==> config.mk <==
export PLATFORM = sky130hd
export DESIGN_NAME = i2s_sched
export DESIGN_NICKNAME = d
export VERILOG_FILES = /design/src/rtl/i2s_sched.sv
export SDC_FILE = /design/constraint.sdc
export NUM_CORES = 1
export LEC_CHECK = 0
export CAP_MARGIN = 20
export CORE_AREA = 2 2 94 96
export CTS_CLUSTER_DIAMETER = 40
export DETAILED_ROUTE_END_ITERATION = 7
export DIE_AREA = 0 0 96 98
export HOLD_SLACK_MARGIN = 0.12
export PLACE_DENSITY = 0.79
export SLEW_MARGIN = 40
export SYNTH_ARGS = -nofsm -noshare
export SYNTH_HDL_FRONTEND = slang
export SYNTH_SLANG_ARGS = --single-unit
==> constraint.sdc <==
create_clock -name clk -period 3 [get_ports clk]
set_clock_uncertainty 0.1 [all_clocks]
set_input_delay 0.45 -clock clk [delete_from_list [all_inputs] [get_ports clk]]
set_output_delay 0.45 -clock clk [all_outputs]
set_load 0.03 [all_outputs]
==> src/rtl/i2s_sched.sv <==
// Two-requester round-robin sample FIFO feeding an I2S serializer.
// Playback starts once PRIME samples are queued; an empty pop flags a sticky underrun.
module i2s_sched #(
  parameter int unsigned DEPTH = 4,
  parameter int unsigned PRIME = 2
) (
  input  logic                     clk,
  input  logic                     resetq,
  input  logic                     a_valid,
  input  logic [15:0]              a_data,
  output logic                     a_ready,
  input  logic                     b_valid,
  input  logic [15:0]              b_data,
  output logic                     b_ready,
  input  logic                     frame_tick,
  output logic [15:0]              value,
  output logic [$clog2(DEPTH):0]   level,
  output logic                     playing,
  output logic                     underrun,
  input  logic                     underrun_clr
);

  localparam int unsigned PW = $clog2(DEPTH);
  localparam int unsigned LW = PW + 1;
  localparam logic [LW-1:0] DepthLv = LW'(DEPTH);
  localparam logic [LW-1:0] PrimeLv = LW'(PRIME);
  localparam logic [LW-1:0] LvOne   = LW'(1);
  localparam logic [PW-1:0] PtrOne  = PW'(1);

  typedef enum logic [0:0] {StFill, StPlay} state_e;

  state_e          state_q, state_d;
  logic [PW-1:0]   head_q, head_d;
  logic [PW-1:0]   tail_q, tail_d;
  logic [LW-1:0]   level_q, level_d;
  logic [15:0]     value_q, value_d;
  logic            underrun_q, underrun_d;
  logic            last_b_q, last_b_d;
  logic [15:0]     mem_q [DEPTH];

  logic            space;
  logic            grant_a, grant_b, wr;
  logic [15:0]     wdata;
  logic            pop, under_evt;

  // Space uses the registered level only, so a same-cycle pop never frees a slot.
  assign space   = resetq && (level_q < DepthLv);
  assign grant_a = space && a_valid && (!b_valid || last_b_q);
  assign grant_b = space && b_valid && (!a_valid || !last_b_q);
  assign wr      = grant_a || grant_b;
  assign wdata   = grant_a ? a_data : b_data;

  assign a_ready  = grant_a;
  assign b_ready  = grant_b;
  assign value    = value_q;
  assign level    = level_q;
  assign underrun = underrun_q;

  // FSM state register
  always_ff @(posedge clk or negedge resetq) begin
    if (!resetq) begin
      state_q <= StFill;
    end else begin
      state_q <= state_d;
    end
  end

  // FSM next state
  always_comb begin
    state_d = state_q;
    unique case (state_q)
      StFill: if (level_q >= PrimeLv) state_d = StPlay;
      StPlay: if (frame_tick && (level_q == '0)) state_d = StFill;
      default: state_d = StFill;
    endcase
  end

  // FSM outputs
  always_comb begin
    playing   = 1'b0;
    pop       = 1'b0;
    under_evt = 1'b0;
    unique case (state_q)
      StFill: ;
      StPlay: begin
        playing   = 1'b1;
        pop       = frame_tick && (level_q != '0);
        under_evt = frame_tick && (level_q == '0);
      end
      default: ;
    endcase
  end

  always_comb begin
    head_d     = head_q;
    tail_d     = tail_q;
    level_d    = level_q;
    value_d    = value_q;
    underrun_d = underrun_q;
    last_b_d   = last_b_q;
    if (wr) tail_d = tail_q + PtrOne;
    if (pop) begin
      head_d  = head_q + PtrOne;
      value_d = mem_q[head_q];
    end else if (under_evt) begin
      value_d = 16'h0000;
    end
    if (wr && !pop) begin
      level_d = level_q + LvOne;
    end else if (!wr && pop) begin
      level_d = level_q - LvOne;
    end
    if (under_evt) begin
      underrun_d = 1'b1;
    end else if (underrun_clr) begin
      underrun_d = 1'b0;
    end
    if (grant_a) begin
      last_b_d = 1'b0;
    end else if (grant_b) begin
      last_b_d = 1'b1;
    end
  end

  always_ff @(posedge clk or negedge resetq) begin
    if (!resetq) begin
      head_q     <= '0;
      tail_q     <= '0;
      level_q    <= '0;
      value_q    <= 16'h0000;
      underrun_q <= 1'b0;
      last_b_q   <= 1'b1;
    end else begin
      head_q     <= head_d;
      tail_q     <= tail_d;
      level_q    <= level_d;
      value_q    <= value_d;
      underrun_q <= underrun_d;
      last_b_q   <= last_b_d;
    end
  end

  // Storage needs no reset: pointers and level define which entries are live.
  always_ff @(posedge clk) begin
    if (wr) mem_q[tail_q] <= wdata;
  end

endmodule

==> qor.tcl <==
set qor(grt_first_pass_wirelength_um) 10650
set qor(cts_sinks) 90
set qor(detail_route.wirelength_um) 6580
set qor(pin_count_of_the_biggest_net_entering_global_routing) 27
set qor(first_global_vias) 2036
set qor(hold_viol_final) 0
set qor(finalNetCount) 302
set qor(effective_utilization_at_floorplan_pct) 43.73
set qor(detail_route.drc_violations) 0
set qor(critPathArrivalTime_ns) 2.57
set qor(power_per_cell_area_nw_per_um2) 910.8
set qor(post-dp-hpwl_um) 4458
set qor(ys_ff_latch) 90
set qor(drv_slew) 0
set qor(standard_cell_rows) 34
set qor(final.min_clock_period_ns) 2.397
set qor(syn_area_um2) 3702
set qor(post_cts_buffers) 0
set qor(power_leakage_nw) 1.732
set qor(cts.hold.buffers_added) 0
set qor(number_of_antenna_violations_at_the_first_check_in_global_routing) 0
set qor(slew_headroom_pct) 51.02
set qor(layout_cell_share_with_drive_strength_beyond_1_pct) 21.67
set qor(place.gp.congestion) 0.7619
set qor(core_area_um2) 8466
set qor(synth_cell_types) 30
set qor(grtUsageTotal_pct) 15.63
set qor(syn2layout_area_growth_pct) 26.06
set qor(min_path_type) {flop to flop}
set qor(die_w_um) 96
set qor(worst_hold_startpoint) {underrun$_DFFE_PN0P_}
set qor(ctsLongestPathBuffers) 2
set qor(unrepaired_setup_endpoints_after_global_routing) {false}
set qor(clock_tree.root_cell) {sky130_fd_sc_hd__clkbuf_8}
set qor(grt_remaining_overflow) 0
set qor(status) {completed}
set qor(synth_cells) 185
set qor(critical_path_peak_fanout) 7
set qor(io-pin-count) 61
set qor(setup_viol) 0
set qor(r2r_start) {level[2]$_DFFE_PN0P_}
set qor(worstPathRequired_ns) 3.17
set qor(worst_hold_slack_ns) 0.3940
set qor(route.vias.total) 1892
set qor(power.ir.vdd_worst_mv) 0.3495
set qor(syn-num-nets) 229
set qor(worst_pin_slew_ns) 0.7347
set qor(cts_tree) {done}
set qor(setup_total_negative_slack_ns) 0
set qor(ys_warn_count) 0
set qor(timing.critical_path.from) {resetq}
set qor(layout.area.seq_um2) 2574
set qor(design.die.area_um2) 9408
set qor(path_clk_slew_ns) 0.08
set qor(route.detailed.wl_per_inst_um) 17.74
set qor(post_cts.resized_instances) 0
set qor(avgSynthCellArea_um2) 20.01
set qor(clock_tree.htree_level_count) 3
set qor(io_buffers) 60
set qor(timing.critical_path.to_type) {flop}
set qor(final.fill_count) 662
set qor(seq_area_frac_synth_pct) 69.52
set qor(num_antenna_cells) 0
set qor(avgViaCountPerCell) 5.100
set qor(timing.final.crit_share_pct) 79.89
set qor(multiInputGateArea_um2) 1032
set qor(fp.dieH_um) 98
set qor(ant_nets) 0
set qor(cts-buffers-inserted) 9
set qor(worstSetupStartpointType) {input port}
set qor(drt_initial_violations) 91
set qor(clock_insertion_delay_worst_skew_ns) 0.35
set qor(setup.worst_path.class) {input port to flop}
set qor(fmaxAchievable_mhz) 417.3
set qor(drt_first_pass_iters) 4
set qor(cap_viol_max_count) 0
-- state kept, by name (all words and copies together), names as in the netlist --
signal and cells:
mem_q 64, value 16, level 3, head_q 2, tail_q 2, last_b_q 1
state_q 1, underrun 1
-- worst paths after layout --
path | end | slack (ns) | cells after the start
setup / recovery | level[2]$_DFFE_PN0P_ | 0.60 | 9
hold / removal | underrun$_DFFE_PN0P_ | 0.39 | 2
setup reg to reg | level[2]$_DFFE_PN0P_ | 0.69 | 8
hold reg to reg | underrun$_DFFE_PN0P_ | 0.39 | 2
max in group asynchronous | last_b_q$_DFFE_PN1P_ | 2.10 | 2
min in group asynchronous | underrun$_DFFE_PN0P_ | 0.40 | 2
-- routing by layer --
metal | GRT usage [%] | vias up | routed length (um) | share of wire [%]
met5 | 0 | - | 0 | 0
met4 | 7.582 | 0 | 91 | 1.4
met3 | 3.086 | 7 | 265 | 4.0
met2 | 26.44 | 49 | 3450 | 52
met1 | 18.88 | 948 | 2772 | 42
li1 | - | 888 | - | -
-- synthesized netlist by cell type --
library cell | instances | share of area [%]
sky130_fd_sc_hd__mux2_2 | 9 | 2.7
sky130_fd_sc_hd__nand2_1 | 3 | 0.30
sky130_fd_sc_hd__mux4_1 | 8 | 5.7
sky130_fd_sc_hd__buf_8 | 1 | 0.41
sky130_fd_sc_hd__edfxtp_1 | 64 | 52
sky130_fd_sc_hd__a31oi_1 | 1 | 0.17
sky130_fd_sc_hd__a21oi_1 | 2 | 0.27
sky130_fd_sc_hd__a211o_1 | 1 | 0.24
sky130_fd_sc_hd__o41ai_1 | 1 | 0.24
sky130_fd_sc_hd__dfstp_2 | 1 | 0.71
sky130_fd_sc_hd__a22o_1 | 16 | 3.8
sky130_fd_sc_hd__fa_1 | 1 | 0.54
sky130_fd_sc_hd__inv_1 | 4 | 0.41
sky130_fd_sc_hd__buf_12 | 1 | 0.54
sky130_fd_sc_hd__xnor2_1 | 3 | 0.71
sky130_fd_sc_hd__mux4_2 | 8 | 4.9
sky130_fd_sc_hd__and3_4 | 1 | 0.30
sky130_fd_sc_hd__nor2_1 | 1 | 0.10
sky130_fd_sc_hd__clkbuf_1 | 1 | 0.10
sky130_fd_sc_hd__buf_2 | 4 | 0.54
sky130_fd_sc_hd__o311a_1 | 1 | 0.27
sky130_fd_sc_hd__ha_1 | 5 | 1.7
sky130_fd_sc_hd__buf_6 | 2 | 0.61
sky130_fd_sc_hd__xor2_1 | 3 | 0.71
sky130_fd_sc_hd__o21a_1 | 1 | 0.20
sky130_fd_sc_hd__nand2b_1 | 3 | 0.51
sky130_fd_sc_hd__dfrtp_1 | 25 | 17
sky130_fd_sc_hd__and2_1 | 4 | 0.68
sky130_fd_sc_hd__mux2_4 | 9 | 3.6
sky130_fd_sc_hd__nor2b_2 | 1 | 0.24
-- area by class of cell --
| type | count | share of cell area [%] |
|---|---|---|
| Multi-Input combinational cell | 82 | 22.12 |
| Timing Repair Buffer | 71 | 14.53 |
| Clock buffer | 10 | 2.735 |
| Sequential cell | 90 | 55.15 |
| Clock inverter | 6 | 2.252 |
| Inverter | 4 | 0.3217 |
| Tap cell | 108 | 2.895 |
-- where the power goes --
group | switching (mW) | total, mW | internal, mW | leakage, nW
clock network | 0.399 | 0.948 | 0.549 | 0.120
registers | 0.229 | 1.87 | 1.64 | 0.894
logic | 0.698 | 1.44 | 0.739 | 0.718
total | 1.32 | 4.25 | 2.93 | 1.73
-- placed cells by master (no fill, tap or decap), types with 2 or more instances in the layout --
| master | count |
|---|---|
| sky130_fd_sc_hd__a21oi_1 | 2 |
| sky130_fd_sc_hd__a22o_1 | 16 |
| sky130_fd_sc_hd__and2_1 | 4 |
| sky130_fd_sc_hd__buf_4 | 13 |
| sky130_fd_sc_hd__bufinv_16 | 3 |
| sky130_fd_sc_hd__clkbuf_8 | 9 |
| sky130_fd_sc_hd__clkdlybuf4s50_1 | 58 |
| sky130_fd_sc_hd__clkinv_2 | 3 |
| sky130_fd_sc_hd__dfrtp_1 | 25 |
| sky130_fd_sc_hd__edfxtp_1 | 64 |
| sky130_fd_sc_hd__ha_1 | 5 |
| sky130_fd_sc_hd__inv_1 | 4 |
| sky130_fd_sc_hd__mux2_2 | 9 |
| sky130_fd_sc_hd__mux2_4 | 9 |
| sky130_fd_sc_hd__mux4_1 | 8 |
| sky130_fd_sc_hd__mux4_2 | 8 |
| sky130_fd_sc_hd__nand2_1 | 3 |
| sky130_fd_sc_hd__nand2b_1 | 3 |
| sky130_fd_sc_hd__xnor2_1 | 3 |
| sky130_fd_sc_hd__xor2_1 | 3 |
-- cell families (layout without fill, tap and decap cells) --
logic type / Yosys count / after routing / synth area share [%]
compound gates: 23 / 23 / 5.171
xor+xnor: 6 / 6 / 1.420
fa+ha+maj: 6 / 6 / 2.231
buf+inv: 13 / 91 / 2.602
flops: 90 / 90 / 69.52
mux: 34 / 34 / 16.93
simple gates: 13 / 13 / 2.129
-- worst max-delay path: stages --
cell and delay, ns:
sky130_fd_sc_hd__clkdlybuf4s50_1 0.47, sky130_fd_sc_hd__nor2b_2 0.23, sky130_fd_sc_hd__o21a_1 0.31, sky130_fd_sc_hd__ha_1 0.23
sky130_fd_sc_hd__inv_1 0.06, sky130_fd_sc_hd__fa_1 0.37, sky130_fd_sc_hd__xor2_1 0.17, sky130_fd_sc_hd__nor2_1 0.12
sky130_fd_sc_hd__xor2_1 0.16
-- metrics by stage --
| stage | setup WS [ns] | power [mW] | utilization, % | area [um2] | cells |
|---|---|---|---|---|---|
| 5_1_grt | 0.4804 | 4.482 | 55.13 | 4667 | 371 |
| 3_5_place_dp | 0.2364 | 3.356 | 52.38 | 4434 | 355 |
| 6_report | 0.6034 | 4.251 | 55.13 | 4667 | 371 |
| 2_1_floorplan | 0.5546 | 2.839 | - | 3702 | 185 |
| 4_1_cts | 0.5912 | 4.308 | 55.13 | 4667 | 371 |
| 3_3_place_gp | 0.3708 | 3.290 | 52.38 | 4434 | 355 |
Note: power is estimated with default switching activity, not from simulation.
